==> src/rtl/arb_pkg.sv <==
// Shared constants and FSM encoding for the arbiter request controller.
package arb_pkg;

   localparam int unsigned N_CLIENTS = 3;
   localparam int unsigned LEN_W     = 4;
   localparam int unsigned OWNER_W   = 2;

   typedef enum logic [1:0] {
      ST_IDLE    = 2'd0,
      ST_BUSY    = 2'd1,
      ST_RELEASE = 2'd2
   } state_t;

endpackage

==> src/rtl/arb_req_slot.sv <==
// One client's pending slot: a pending flag and latched length behind valid/ready.
module arb_req_slot #(
   parameter int unsigned LEN_W = 4
) (
   input  logic             clk,
   input  logic             rst,
   input  logic             valid_i,
   input  logic [LEN_W-1:0] len_i,
   input  logic             clear_i,
   output logic             ready_o,
   output logic             pending_o,
   output logic             pending_d_o,
   output logic [LEN_W-1:0] len_o
);

   logic             pending_q, pending_d;
   logic             ready_q;
   logic [LEN_W-1:0] len_q, len_d;

   // Accept only into an empty slot; the owner's slot is cleared on its last beat
   always_comb begin
      pending_d = pending_q;
      len_d     = len_q;
      if (clear_i) begin
         pending_d = 1'b0;
      end else if (valid_i && !pending_q) begin
         pending_d = 1'b1;
         len_d     = len_i;
      end
   end

   // Slot registers; ready is registered from the next pending value
   always_ff @(posedge clk) begin
      if (!rst) begin
         pending_q <= 1'b0;
         len_q     <= '0;
         ready_q   <= 1'b1;
      end else begin
         pending_q <= pending_d;
         len_q     <= len_d;
         ready_q   <= ~pending_d;
      end
   end

   assign ready_o     = ready_q;
   assign pending_o   = pending_q;
   assign pending_d_o = pending_d;
   assign len_o       = len_q;

endmodule

==> src/rtl/arb_req_ctrl.sv <==
// Request controller for the 3-way arbiter: holds per-client requests, drives r,
// runs the granted client's transfer beat-by-beat and releases it afterwards.
module arb_req_ctrl #(
   parameter int unsigned N     = arb_pkg::N_CLIENTS,
   parameter int unsigned LEN_W = arb_pkg::LEN_W
) (
   input  logic               clk,
   input  logic               rst,
   input  logic [N-1:0]       req_valid,
   input  logic [N*LEN_W-1:0] req_len,
   output logic [N-1:0]       req_ready,
   output logic [N-1:0]       r,
   input  logic [N-1:0]       g,
   output logic               beat,
   output logic [1:0]         owner,
   output logic               busy,
   output logic [N-1:0]       done,
   output logic               err
);

   localparam int unsigned OWN_W = arb_pkg::OWNER_W;

   arb_pkg::state_t  state_q, state_d;
   logic [LEN_W-1:0] cnt_q, cnt_d;
   logic [OWN_W-1:0] owner_q, owner_d;
   logic             err_q, err_d;
   logic [N-1:0]     r_q, r_d;
   logic             beat_q, beat_d;
   logic [N-1:0]     done_q, done_d;

   logic [N-1:0]     pending, pend_nxt, clear_c, slot_ready;
   logic [LEN_W-1:0] slot_len [N];
   logic             g_onehot;
   logic [OWN_W-1:0] g_idx;

   // Per-client pending slots
   for (genvar i = 0; i < N; i++) begin : g_slot
      arb_req_slot #(.LEN_W(LEN_W)) u_slot (
         .clk         (clk),
         .rst         (rst),
         .valid_i     (req_valid[i]),
         .len_i       (req_len[i*LEN_W +: LEN_W]),
         .clear_i     (clear_c[i]),
         .ready_o     (slot_ready[i]),
         .pending_o   (pending[i]),
         .pending_d_o (pend_nxt[i]),
         .len_o       (slot_len[i])
      );
   end

   // Next-state logic: grant check in IDLE, beat counting in BUSY, one release cycle
   always_comb begin
      state_d  = state_q;
      cnt_d    = cnt_q;
      owner_d  = owner_q;
      err_d    = err_q;
      clear_c  = '0;
      g_onehot = (g != '0) && ((g & (g - N'(1))) == '0);
      g_idx    = '0;
      for (int unsigned i = 0; i < N; i++) begin
         if (g[i]) g_idx = OWN_W'(i);
      end

      case (state_q)
         arb_pkg::ST_IDLE: begin
            if (g != '0) begin
               if (g_onehot && pending[g_idx]) begin
                  state_d = arb_pkg::ST_BUSY;
                  owner_d = g_idx;
                  cnt_d   = (slot_len[g_idx] == '0) ? LEN_W'(1) : slot_len[g_idx];
               end else begin
                  err_d = 1'b1;
               end
            end
         end
         arb_pkg::ST_BUSY: begin
            cnt_d = cnt_q - LEN_W'(1);
            if (cnt_q == LEN_W'(1)) begin
               clear_c[owner_q] = 1'b1;
               state_d          = arb_pkg::ST_RELEASE;
            end
         end
         arb_pkg::ST_RELEASE: state_d = arb_pkg::ST_IDLE;
         default:             state_d = arb_pkg::ST_IDLE;
      endcase

      // Outputs are registered from the next-state view so they line up with the state
      r_d    = pend_nxt & {N{state_d == arb_pkg::ST_IDLE}};
      beat_d = (state_d == arb_pkg::ST_BUSY);
      done_d = (beat_d && (cnt_d == LEN_W'(1))) ? (N'(1) << owner_d) : '0;
   end

   // State and output registers
   always_ff @(posedge clk) begin
      if (!rst) begin
         state_q <= arb_pkg::ST_IDLE;
         cnt_q   <= '0;
         owner_q <= '0;
         err_q   <= 1'b0;
         r_q     <= '0;
         beat_q  <= 1'b0;
         done_q  <= '0;
      end else begin
         state_q <= state_d;
         cnt_q   <= cnt_d;
         owner_q <= owner_d;
         err_q   <= err_d;
         r_q     <= r_d;
         beat_q  <= beat_d;
         done_q  <= done_d;
      end
   end

   assign req_ready = slot_ready;
   assign r         = r_q;
   assign beat      = beat_q;
   assign busy      = beat_q;
   assign owner     = owner_q;
   assign done      = done_q;
   assign err       = err_q;

endmodule
==> config.mk <==
export PLATFORM = sky130hd
export DESIGN_NAME = arb_req_ctrl
export DESIGN_NICKNAME = d
export VERILOG_FILES = /design/src/rtl/arb_pkg.sv /design/src/rtl/arb_req_slot.sv /design/src/rtl/arb_req_ctrl.sv
export SDC_FILE = /design/constraint.sdc
export NUM_CORES = 1
export LEC_CHECK = 0
export BUFFER_PORTS_ARGS = -buffer_cell sky130_fd_sc_hd__buf_2
export CAP_MARGIN = 20
export CORE_MARGIN = 4
export CORE_UTILIZATION = 38
export CTS_BUF_LIST = sky130_fd_sc_hd__clkbuf_4 sky130_fd_sc_hd__clkbuf_8
export DETAILED_ROUTE_END_ITERATION = 10
export HOLD_SLACK_MARGIN = 0.1
export PLACE_DENSITY = 0.61
export SLEW_MARGIN = 10
export SYNTH_ARGS = -nofsm -noshare
export SYNTH_HDL_FRONTEND = slang
export SYNTH_HIERARCHICAL = 1
export SYNTH_SLANG_ARGS = --single-unit
==> constraint.sdc <==
create_clock -name clk -period 3.35 [get_ports clk]
set_clock_uncertainty 0.05 [all_clocks]
set_input_delay 0.1675 -clock clk [delete_from_list [all_inputs] [get_ports clk]]
set_output_delay 0.1675 -clock clk [all_outputs]
set_load 0.1 [all_outputs]
==> impl_metrics.json <==
{
  "p_clk_frac": 0.315,
  "multi_input_area_um2": 930,
  "rows": 23,
  "crit_arrival_ps": 2240,
  "avgRoutedWirePerCell_um": 13.6,
  "syn_avg_cell_area_um2": 9.49,
  "cts_sinks": 34,
  "grt-ovfl-total": 0,
  "max_cap_violations": 0,
  "io_pins": 34,
  "viasPerCell": 5.01,
  "crit_slowest_cell": "dfxtp_1",
  "p_int_w": 0.000688,
  "crit_path_start_kind": "flip-flop",
  "critPathRequiredTime_ps": 3480,
  "synth_commonest_cells": "dfxtp_1, nand2_1, mux2i_1",
  "gp_congestion": 0.832,
  "status": "complete, no violations",
  "swShare": 0.316,
  "register_area_um2": 681,
  "root_buffer": "clkbuf_8",
  "tritoncts": "yes",
  "synth_area_um2": 1680,
  "initial_core_util": 0.405,
  "ir_drop_mv": 0.268,
  "synth_edf_count": 0,
  "combPwrFrac": 0.235,
  "area.growth.synth_to_final_pct": 24.3,
  "die_w_um": 74.5,
  "antenna_found_initial": 0,
  "grt_pass1_wl_um": 6090,
  "synth_seq_cells": 34,
  "ys_types": 45,
  "cts.clk_slew.worst_paths_ps": 70,
  "worst_pin_slew_ps": 752,
  "grt_usage": 0.150,
  "final_antenna_net_count": 0,
  "drt_iter0_markers": 44,
  "core_area_um2": 4140,
  "io_buffers": 33,
  "cpPeakStageDelay_ps": 600,
  "ys_warn_count": 6,
  "n_fill_cell": 420,
  "layout-drive-gt1-share": 0.268,
  "diodes": 0,
  "end_kind": "flip-flop",
  "seqPwrFrac": 0.450,
  "htreeDepth": 2,
  "worstSetupPathType": "flip-flop to flip-flop",
  "fmax_mhz": 474,
  "synthArstFlopShare": 0,
  "grt_max_degree": 35,
  "clockBufferDepth": 2,
  "dp_hpwl_um": 2730,
  "crit_chain": "nor2b_1 -> nand2_1 -> nor3b_1 -> o21ba_2 -> and2_1",
  "synth_flop_cell": "dfxtp_1",
  "cts_made_buffers": 5,
  "leakagePower_nw": 0.889,
  "slew_viol_final": 0,
  "ff2ff_setup_slack_ps": 1240,
  "drcViolationCount": 0,
  "rsz0062_at_grt": "no",
  "num_vias": 1372,
  "seq_area_frac_synth": 0.405,
  "worstPathMaxFanout": 11,
  "finalHoldViolCount": 0,
  "hold_buffers": 12,
  "timing.rr.end": "g_slot[1].u_slot/pending_o",
  "wl_um": 3710,
  "layout.nets": 245,
  "die_area_um2": 5550,
  "clock_latency_ps": 290,
  "min_period_over_period": 0.630,
  "synth_nets": 199,
  "hp-start": "req_valid[2]",
  "p_per_area_nw_per_um2": 482,
  "netlist.area_leader.share": 0.405,
  "dpl_worst_slack_ps": 1240,
  "synthTopCellsByArea": "dfxtp_1, mux2i_1, nand2_1",
  "yosysMostFrequentCell": "dfxtp_1",
  "hp-class": "input port to flip-flop",
  "ctsResizeCount": 0,
  "grt_pass1_vias": 1299,
  "hold_end": "g_slot[2].u_slot/ready_o",
  "yosys.area.top_type": "dfxtp_1",
  "post-cts-setup-buffers": 0,
  "min_period_ps": 2110,
  "setup-violations-final": 0,
  "r2r-start": "state_q[0]",
  "dieHeight_um": 74.5,
  "finalWorstSetupSlack_ps": 1240,
  "holdPathStages": 3,
  "reg2regPathDepth": 5,
  "p_sw_w": 0.000317,
  "first_pass_iters": 4,
  "synth_cells": 177,
  "slew_headroom": 0.495,
  "setup_tns_ps": 0
}
registers in the layout (all words and copies together), names as in the netlist:
signal / cells
err: 1
done: 3
state_q: 2
beat: 1
owner: 2
r: 3
g_slot.u_slot/pending_o: 3
cnt_q: 4
g_slot.u_slot/len_o: 12
g_slot.u_slot/ready_o: 3
power groups by stage:
stage          Sequential (W)  Combinational [W]  Clock (W)
3_5_place_dp         0.000462           0.000226          0
3_3_place_gp         0.000461           0.000227          0
5_1_grt              0.000456           0.000254   0.000344
6_report             0.000452           0.000237   0.000317
2_1_floorplan        0.000520           0.000122          0
4_1_cts              0.000452           0.000237   0.000326
cell type report:
cell class / instances / area share
clock buffer: 7 / 0.0432
clock inverter: 1 / 0.00240
inverter: 7 / 0.0126
multi-input combinational: 129 / 0.445
sequential: 34 / 0.326
tap: 50 / 0.0300
timing repair buffer: 46 / 0.140
layer usage:
layer,vias to the layer above,global-route usage,part of all wire
met4,0,0.0593,0.013
met2,26,0.242,0.51
met1,622,0.187,0.44
met5,-,0,0
li1,720,-,-
met3,4,0.0459,0.044
cell families after synthesis:
kind of cell / synth area share
adder cells (fa/ha/maj): 0.0149
buffers and inverters: 0.0410
multiplexers: 0.128
AO/OA/AOI/OAI: 0.128
flip-flops: 0.405
AND/OR/NAND/NOR: 0.282
worst max-delay path by stage:
stage / from / endpoint
3_3_place_gp: state_q[0] / g_slot[1].u_slot/pending_o
6_report: state_q[0] / g_slot[1].u_slot/pending_o
5_1_grt: state_q[0] / g_slot[1].u_slot/pending_o
2_1_floorplan: owner[0] / g_slot[2].u_slot/len_o[0]
4_1_cts: state_q[0] / g_slot[1].u_slot/pending_o
3_5_place_dp: state_q[0] / g_slot[1].u_slot/pending_o
worst max-delay path: cells and delay by family (launching register included):
kind             cells  cell delay, ps
flip-flops           1             600
AO/OA/AOI/OAI        1             230
AND/OR/NAND/NOR      4            1130
layout by cell type, fill, tap and decap left out, types with 2 or more instances in the layout:
cell,netlist,final
dfxtp_1,34,34
nor3b_1,3,3
and4bb_2,2,2
ha_1,2,2
and2_1,3,3
o31ai_1,2,2
nand2_1,33,33
dlygate4sd3_1,0,12
a21oi_1,3,3
nor3b_4,3,3
o21ba_2,3,3
a221o_1,2,2
mux2i_1,19,19
o21ai_0,6,6
nand3_1,2,2
and3_1,4,4
buf_2,4,33
a31oi_1,2,2
nor2b_1,2,2
nor2_1,11,11
nor3_1,6,6
inv_1,6,6
clkbuf_8,0,6
nor4_2,2,2
through the flow:
| step | total power (W) | cells | util | hold WS (ps) | cell area [um2] |
|---|---|---|---|---|---|
| 2_1_floorplan | 0.000641 | 177 | - | 260 | 1680 |
| 5_1_grt | 0.00105 | 274 | 0.504 | 164 | 2090 |
| 4_1_cts | 0.00102 | 274 | 0.504 | 151 | 2090 |
| 6_report | 0.00101 | 274 | 0.504 | 156 | 2090 |
| 3_3_place_gp | 0.000689 | 254 | 0.452 | 369 | 1870 |
| 3_5_place_dp | 0.000688 | 254 | 0.452 | 370 | 1870 |
No activity file was read; power rests on OpenSTA's default activity.
